<file path="src/rtl/multdiv_stall_controller_if.sv">
// -----------------------------------------------------------------------------
// multdiv_stall_controller_if
//   Bundles the signals between the DX/XM pipeline, the multdiv unit and the
//   multdiv stall controller.
//   slave  : the controller. It sees the DX instruction and the multdiv
//            status, and drives the start pulses, stall and XM result.
//   master : the pipeline/multdiv side. It is the mirror image of slave.
// -----------------------------------------------------------------------------
interface multdiv_stall_controller_if;
  logic [31:0] DX_Latch_Instr;
  logic        multdiv_resultRDY;
  logic        multdiv_exception;
  logic [31:0] multdiv_result;
  logic        ctrl_MULT;
  logic        ctrl_DIV;
  logic        md_stall;
  logic        md_valid;
  logic [31:0] md_result;
  logic [4:0]  md_rd;
  logic        md_exception;
  logic        md_is_div;

  modport slave (
    input  DX_Latch_Instr, multdiv_resultRDY, multdiv_exception, multdiv_result,
    output ctrl_MULT, ctrl_DIV, md_stall, md_valid, md_result, md_rd,
           md_exception, md_is_div
  );

  modport master (
    output DX_Latch_Instr, multdiv_resultRDY, multdiv_exception, multdiv_result,
    input  ctrl_MULT, ctrl_DIV, md_stall, md_valid, md_result, md_rd,
           md_exception, md_is_div
  );
endinterface

</file>
<file path="src/rtl/multdiv_stall_controller.sv">
// -----------------------------------------------------------------------------
// multdiv_stall_controller
//   Sequences the multi-cycle multiply/divide unit. A mul/div R-type in DX
//   raises the stall at once. The controller then issues a one-cycle start
//   pulse and waits for the unit's ready strobe, or for a timeout. Finally it
//   presents result, rd and exception to XM for exactly one cycle.
// Ports
//   clock    : pipeline clock, rising edge
//   reset_n  : asynchronous active-low reset
//   bus      : slave modport carrying the DX instruction, multdiv status,
//              start pulses (ctrl_MULT/ctrl_DIV), md_stall and the XM result
//              (md_valid, md_result, md_rd, md_exception, md_is_div)
// Parameter
//   MAX_CYCLES : START+BUSY cycle bound before a forced timeout exception
// -----------------------------------------------------------------------------
module multdiv_stall_controller #(
  parameter int MAX_CYCLES = 40
) (
  input  logic                          clock,
  input  logic                          reset_n,
  multdiv_stall_controller_if.slave     bus
);

  localparam int CNT_W = $clog2(MAX_CYCLES + 1);
  localparam logic [CNT_W-1:0] CNT_LIMIT = CNT_W'(MAX_CYCLES);

  localparam logic [4:0] ALU_MULT = 5'd6;
  localparam logic [4:0] ALU_DIV  = 5'd7;

  typedef enum logic [1:0] {IDLE, START, BUSY, DONE} state_t;

  state_t            state_q;
  logic [CNT_W-1:0]  cnt_q;
  logic [CNT_W-1:0]  cnt_d;
  logic [31:0]       result_q;
  logic [4:0]        rd_q;
  logic              exc_q;
  logic              is_div_q;

  logic [4:0] opcode;
  logic [4:0] aluop;
  logic       is_md;
  logic       dec_is_div;

  assign opcode     = bus.DX_Latch_Instr[31:27];
  assign aluop      = bus.DX_Latch_Instr[6:2];
  assign is_md      = (opcode == 5'd0) && ((aluop == ALU_MULT) || (aluop == ALU_DIV));
  assign dec_is_div = (aluop == ALU_DIV);

  // Only opcode, rd and the ALU op field matter here.
  logic unused_instr_bits;
  assign unused_instr_bits = ^{bus.DX_Latch_Instr[21:7], bus.DX_Latch_Instr[1:0]};

  // The counter saturates at all-ones. Because BUSY exits at CNT_LIMIT, it
  // never reaches saturation in normal use, and it can never wrap.
  assign cnt_d = (cnt_q == '1) ? cnt_q : cnt_q + CNT_W'(1);

  always_ff @(posedge clock or negedge reset_n) begin
    if (!reset_n) begin
      state_q  <= IDLE;
      cnt_q    <= '0;
      result_q <= '0;
      rd_q     <= '0;
      exc_q    <= 1'b0;
      is_div_q <= 1'b0;
    end else begin
      case (state_q)
        IDLE: begin
          if (is_md) begin
            rd_q     <= bus.DX_Latch_Instr[26:22];
            is_div_q <= dec_is_div;
            cnt_q    <= '0;
            state_q  <= START;
          end
        end
        // The unit has only just been told to start, so any ready strobe
        // seen in this cycle cannot belong to this op.
        START: begin
          cnt_q   <= cnt_d;
          state_q <= BUSY;
        end
        // A ready strobe takes priority over a timeout that lands in the
        // same cycle.
        BUSY: begin
          cnt_q <= cnt_d;
          if (bus.multdiv_resultRDY) begin
            result_q <= bus.multdiv_result;
            exc_q    <= bus.multdiv_exception;
            state_q  <= DONE;
          end else if (cnt_q == CNT_LIMIT) begin
            result_q <= '0;
            exc_q    <= 1'b1;
            state_q  <= DONE;
          end
        end
        // In DONE the op leaves DX, so the decode is not looked at here. A
        // following mul/div is picked up by the next IDLE cycle.
        DONE: begin
          state_q <= IDLE;
        end
        default: state_q <= IDLE;
      endcase
    end
  end

  // The pulse outputs decode the state register directly. Reset forces IDLE,
  // so they drop asynchronously with reset_n. The is_md term is gated with
  // reset_n, which keeps the stall low while reset is held.
  assign bus.ctrl_MULT    = (state_q == START) && !is_div_q;
  assign bus.ctrl_DIV     = (state_q == START) &&  is_div_q;
  assign bus.md_valid     = (state_q == DONE);
  assign bus.md_stall     = (reset_n && (state_q == IDLE) && is_md) ||
                            (state_q == START) || (state_q == BUSY);
  assign bus.md_result    = result_q;
  assign bus.md_rd        = rd_q;
  assign bus.md_exception = exc_q;
  assign bus.md_is_div    = is_div_q;

endmodule

</file>
<file path="src/flat_wrapper.sv">
// flat-port wrapper written by rule: the top's interface ports become plain ports
module multdiv_stall_controller_flat 
#(
  parameter int MAX_CYCLES = 40
)
  (clock, reset_n, bus_DX_Latch_Instr, bus_multdiv_resultRDY, bus_multdiv_exception, bus_multdiv_result, bus_ctrl_MULT, bus_ctrl_DIV, bus_md_stall, bus_md_valid, bus_md_result, bus_md_rd, bus_md_exception, bus_md_is_div);
  multdiv_stall_controller_if bus_i ();
  input  logic clock;
  input  logic reset_n;
  input wire logic [$bits(bus_i.DX_Latch_Instr)-1:0] bus_DX_Latch_Instr;
  input wire logic [$bits(bus_i.multdiv_resultRDY)-1:0] bus_multdiv_resultRDY;
  input wire logic [$bits(bus_i.multdiv_exception)-1:0] bus_multdiv_exception;
  input wire logic [$bits(bus_i.multdiv_result)-1:0] bus_multdiv_result;
  output wire logic [$bits(bus_i.ctrl_MULT)-1:0] bus_ctrl_MULT;
  output wire logic [$bits(bus_i.ctrl_DIV)-1:0] bus_ctrl_DIV;
  output wire logic [$bits(bus_i.md_stall)-1:0] bus_md_stall;
  output wire logic [$bits(bus_i.md_valid)-1:0] bus_md_valid;
  output wire logic [$bits(bus_i.md_result)-1:0] bus_md_result;
  output wire logic [$bits(bus_i.md_rd)-1:0] bus_md_rd;
  output wire logic [$bits(bus_i.md_exception)-1:0] bus_md_exception;
  output wire logic [$bits(bus_i.md_is_div)-1:0] bus_md_is_div;
  assign bus_i.DX_Latch_Instr = bus_DX_Latch_Instr;
  assign bus_i.multdiv_resultRDY = bus_multdiv_resultRDY;
  assign bus_i.multdiv_exception = bus_multdiv_exception;
  assign bus_i.multdiv_result = bus_multdiv_result;
  assign bus_ctrl_MULT = bus_i.ctrl_MULT;
  assign bus_ctrl_DIV = bus_i.ctrl_DIV;
  assign bus_md_stall = bus_i.md_stall;
  assign bus_md_valid = bus_i.md_valid;
  assign bus_md_result = bus_i.md_result;
  assign bus_md_rd = bus_i.md_rd;
  assign bus_md_exception = bus_i.md_exception;
  assign bus_md_is_div = bus_i.md_is_div;
  multdiv_stall_controller #(.MAX_CYCLES(MAX_CYCLES)) u_core (.clock(clock), .reset_n(reset_n), .bus(bus_i));
endmodule
</file>
<file path="config.mk">
export PLATFORM = sky130hd
export DESIGN_NAME = multdiv_stall_controller_flat
export DESIGN_NICKNAME = d
export VERILOG_FILES = /design/src/rtl/multdiv_stall_controller_if.sv /design/src/rtl/multdiv_stall_controller.sv /design/src/flat_wrapper.sv
export SDC_FILE = /design/constraint.sdc
export NUM_CORES = 1
export LEC_CHECK = 0
export CAP_MARGIN = 20
export CORE_MARGIN = 5
export CORE_UTILIZATION = 38
export CTS_CLUSTER_DIAMETER = 50
export DETAILED_ROUTE_END_ITERATION = 12
export PLACE_DENSITY = 0.8
export RECOVER_POWER = 100
export REMOVE_ABC_BUFFERS = 1
export SLEW_MARGIN = 30
export SYNTH_ARGS = -nofsm -noshare
export SYNTH_HDL_FRONTEND = slang
export SYNTH_SLANG_ARGS = --single-unit
</file>
<file path="constraint.sdc">
create_clock -name clock -period 1.6 [get_ports clock]
set_input_delay 0.32 -clock clock [delete_from_list [all_inputs] [get_ports clock]]
set_output_delay 0.32 -clock clock [all_outputs]
set_load 0.01 [all_outputs]
</file>
==> flow_metrics.env <==
export IMPL_finalInstanceArea_um2=3381
export IMPL_dpl_hpwl_um=3471
export IMPL_setup_tns_ns=-0.05446
export IMPL_clockPowerShare_pct=12.1
export IMPL_synthTopCellsByCount="dfrtp_1 (47), a22o_1 (32), inv_1 (9)"
export IMPL_synthMostInstantiatedCell="dfrtp_1"
export IMPL_drtAntennaViolNets=0
export IMPL_final_nets=339
export IMPL_start_kind="input pin"
export IMPL_synthMuxAreaShare_pct=4.479
export IMPL_antenna_found_initial=0
export IMPL_grt_usage_pct=15.38
export IMPL_peakVddDrop_mv=0.8628
export IMPL_clk_latency_ns=0.29
export IMPL_viasPerCell=4.946
export IMPL_synth_compound_area_share_pct=19.64
export IMPL_syn_to_final_growth_pct=72.87
export IMPL_drv_slew=0
export IMPL_dieArea_um2=6681
export IMPL_drv_cap=0
export IMPL_fin_worst_skew_ns=0.005117
export IMPL_cts_root_buffer="clkbuf_8"
export IMPL_leakage_nw=1.516
export IMPL_yosys_area_share_xor_xnor_pct=0.4479
export IMPL_rsz0062_at_grt="yes"
export IMPL_grt_pass1_vias=1744
export IMPL_synth_async_reset_ratio_pct=100.0
export IMPL_cts_tree="done"
export IMPL_critPathMaxFanout=2
export IMPL_clock_sinks=47
export IMPL_yosys_area_top_type="dfrtp_1"
export IMPL_initial_core_util_pct=38.78
export IMPL_relSlewSlack_pct=23.90
export IMPL_ys_seq_area_share_pct=60.14
export IMPL_rows=26
export IMPL_first_iter_violations=72
export IMPL_io_buffer_count=93
export IMPL_synthTopCellsByArea="dfrtp_1 (60%), a22o_1 (14%), ha_1 (3.8%), mux2_2 (3.5%), a31oi_1 (2.2%)"
export IMPL_netSwitchingFraction_pct=33.56
export IMPL_p_sw_mw=1.955
export IMPL_required_ns=1.28
export IMPL_gr_total_overflow=0
export IMPL_drt_total_wl_um=5423
export IMPL_placed_area_um2=3054
export IMPL_p_comb_share_pct=54.6
export IMPL_ioPinCount=111
export IMPL_clk_path_buf_depth=2
export IMPL_ys_ff_latch=47
export IMPL_synthFlopType="dfrtp_1"
export IMPL_antenna_cells_inserted=0
export IMPL_violations="negative setup slack"
export IMPL_p_int_mw=3.871
export IMPL_seq_power_share_pct=33.3
export IMPL_synthesis_area_um2=1956
export IMPL_synth_simple_area_share_pct=7.422
export IMPL_setup_viol=2
export IMPL_place_congestion=0.7195
export IMPL_powerDensity_nw_per_um2=1723
export IMPL_syn_area_per_cell_um2=12.95
export IMPL_cts_max_level=2
export IMPL_dr_pass1_iters=4
export IMPL_cp_arrival_ns=1.33
export IMPL_netlist_instances=151
export IMPL_hold_class="input pin to async pin"
export IMPL_routedWlPerCell_um=16.19
export IMPL_min_period_ns=1.650
export IMPL_max_freq_mhz=606.0
export IMPL_finalCritPeriodShare_pct=103.1
export IMPL_die_x_um=81.74
export IMPL_synth_warnings=0
export IMPL_grt_max_degree=48
export IMPL_seqCellArea_um2=1176
export IMPL_multi_input_area_um2=824.5
export IMPL_clk_pin_slew_ns=0.08
export IMPL_die_h_um=81.74
export IMPL_tightest_slew_ns=1.142
export IMPL_num_vias=1657
export IMPL_route_detailed_drc=0
export IMPL_drive_gt1_share_pct=22.26
export IMPL_grt_pass1_wl_um=7955
export IMPL_cts_buffers=5
export IMPL_synthAdderAreaFrac_pct=3.839
export IMPL_synth_edf_count=0
export IMPL_nFillCells=388
export IMPL_synth_top_family_by_area="compound AO/OA/AOI/OAI gates"
export IMPL_cts_hold_buf=0
export IMPL_finalHoldViolations=0
export IMPL_worst_slack_ns=-0.05030
export IMPL_crit_type="input pin to primary output"
export IMPL_end_kind="primary output"
export IMPL_ys_types=29
export IMPL_core_um2=5042
export IMPL_synth_top_cell_area_share_pct=60.14
export IMPL_run_status="complete, but fails checks"
## logic make-up after synthesis
group           count (synthesis)
buf+inv                        17
xor+xnor                        1
flops                          47
simple gates                   24
fa+ha+maj                       6
mux                             8
compound gates                 48
## registers in the layout, summed over array words and instances (netlist names)
| name | cells |
|---|---|
| u_core.cnt_q | 6 |
| u_core.bus.md_exception | 1 |
| u_core.bus.md_is_div | 1 |
| u_core.bus.md_rd | 5 |
| u_core.bus.md_result | 32 |
| u_core.state_q | 2 |
## per-layer routing
| layer | global-route usage (%) | wire length (µm) | vias up |
|---|---|---|---|
| met2 | 25.12 | 2640 | 69 |
| met4 | 3.987 | 24 | 0 |
| met3 | 6.360 | 522 | 2 |
| met1 | 18.83 | 2236 | 810 |
| met5 | 0 | 0 | - |
| li1 | - | - | 776 |
## layout by cell type (no fill, tap or decap), types with 2 or more instances in the layout
| cell type | count |
|---|---|
| buf_4 | 11 |
| dlygate4sd2_1 | 7 |
| nand3_1 | 2 |
| clkbuf_8 | 6 |
| buf_6 | 5 |
| clkbuf_1 | 2 |
| nand2b_1 | 3 |
| mux2i_1 | 2 |
| buf_2 | 3 |
| a22o_1 | 32 |
| mux2_2 | 6 |
| and3_1 | 2 |
| clkbuf_16 | 4 |
| clkdlybuf4s50_1 | 79 |
| ha_4 | 3 |
| inv_1 | 6 |
| a31oi_4 | 2 |
| a21oi_1 | 2 |
| nor2_1 | 2 |
| a31oi_1 | 5 |
| nand2_1 | 4 |
| ha_1 | 2 |
| o21ai_0 | 2 |
| dfrtp_1 | 47 |
| inv_2 | 2 |
| buf_12 | 2 |
| and2_4 | 2 |
## path summary, 6_finish.rpt
| check | depth (start not counted) | slack [ns] | from | to |
|---|---|---|---|---|
| max in group asynchronous | 2 | 0.53 | reset_n | u_core.bus.md_rd[4] |
| worst min register to register | 1 | 0.51 | u_core.bus.md_result[7] | u_core.bus.md_result[7] |
| min in group clock | 1 | 0.51 | u_core.bus.md_result[7] | u_core.bus.md_result[7] |
| worst max-delay path | 5 | -0.05 | bus_DX_Latch_Instr[29] | bus_md_stall |
| worst max register to register | 8 | 0.02 | u_core.state_q[0] | u_core.state_q[1] |
| worst min-delay path | 2 | 0.36 | reset_n | u_core.cnt_q[4] |
## worst max-delay path, stage by stage
cell	delay, ns
clkdlybuf4s50_1	0.40
nor2_1	0.23
nand4_4	0.13
o21ai_2	0.11
buf_2	0.14
## final cells by class
| type | count | area share, % |
|---|---|---|
| clock inverter | 1 | 0.1480 |
| clock buffer | 6 | 2.443 |
| inverter | 9 | 1.073 |
| multi-input combinational | 87 | 24.39 |
| sequential | 47 | 34.79 |
| timing repair buffer | 115 | 34.57 |
| tap | 70 | 2.591 |
## what timing repair did
item | CTS | global route
endpoints found under the setup margin | 11 | 44
cloned | 0 | 5
hold endpoints to repair | 0 | 0
gates resized for setup | 39 | 18
buffers inserted | 2 | 1
pin swaps | 6 | 5
## per-stage QoR
step / utilization (%) / power (mW) / setup WS [ns] / instances / hold WS (ns)
floorplan: - / 3.142 / -0.07823 / 143 / 0.02441
global placement: 60.57 / 4.613 / -0.5954 / 320 / 0.4615
detailed placement: 60.57 / 4.676 / -0.7621 / 320 / 0.4766
CTS: 63.60 / 5.523 / -0.09310 / 329 / 0.1567
global route: 67.05 / 6.220 / -0.1132 / 335 / 0.5038
finish: 67.05 / 5.826 / -0.05030 / 335 / 0.3630
## power by group through the flow
stage,clock network (mW),logic (mW),registers (mW)
2_1_floorplan,0,1.03,2.11
3_3_place_gp,0,2.68,1.93
3_5_place_dp,0,2.75,1.92
4_1_cts,0.729,2.86,1.93
5_1_grt,0.784,3.43,2.00
6_report,0.706,3.18,1.94
Power figures use the tool's default switching activity.
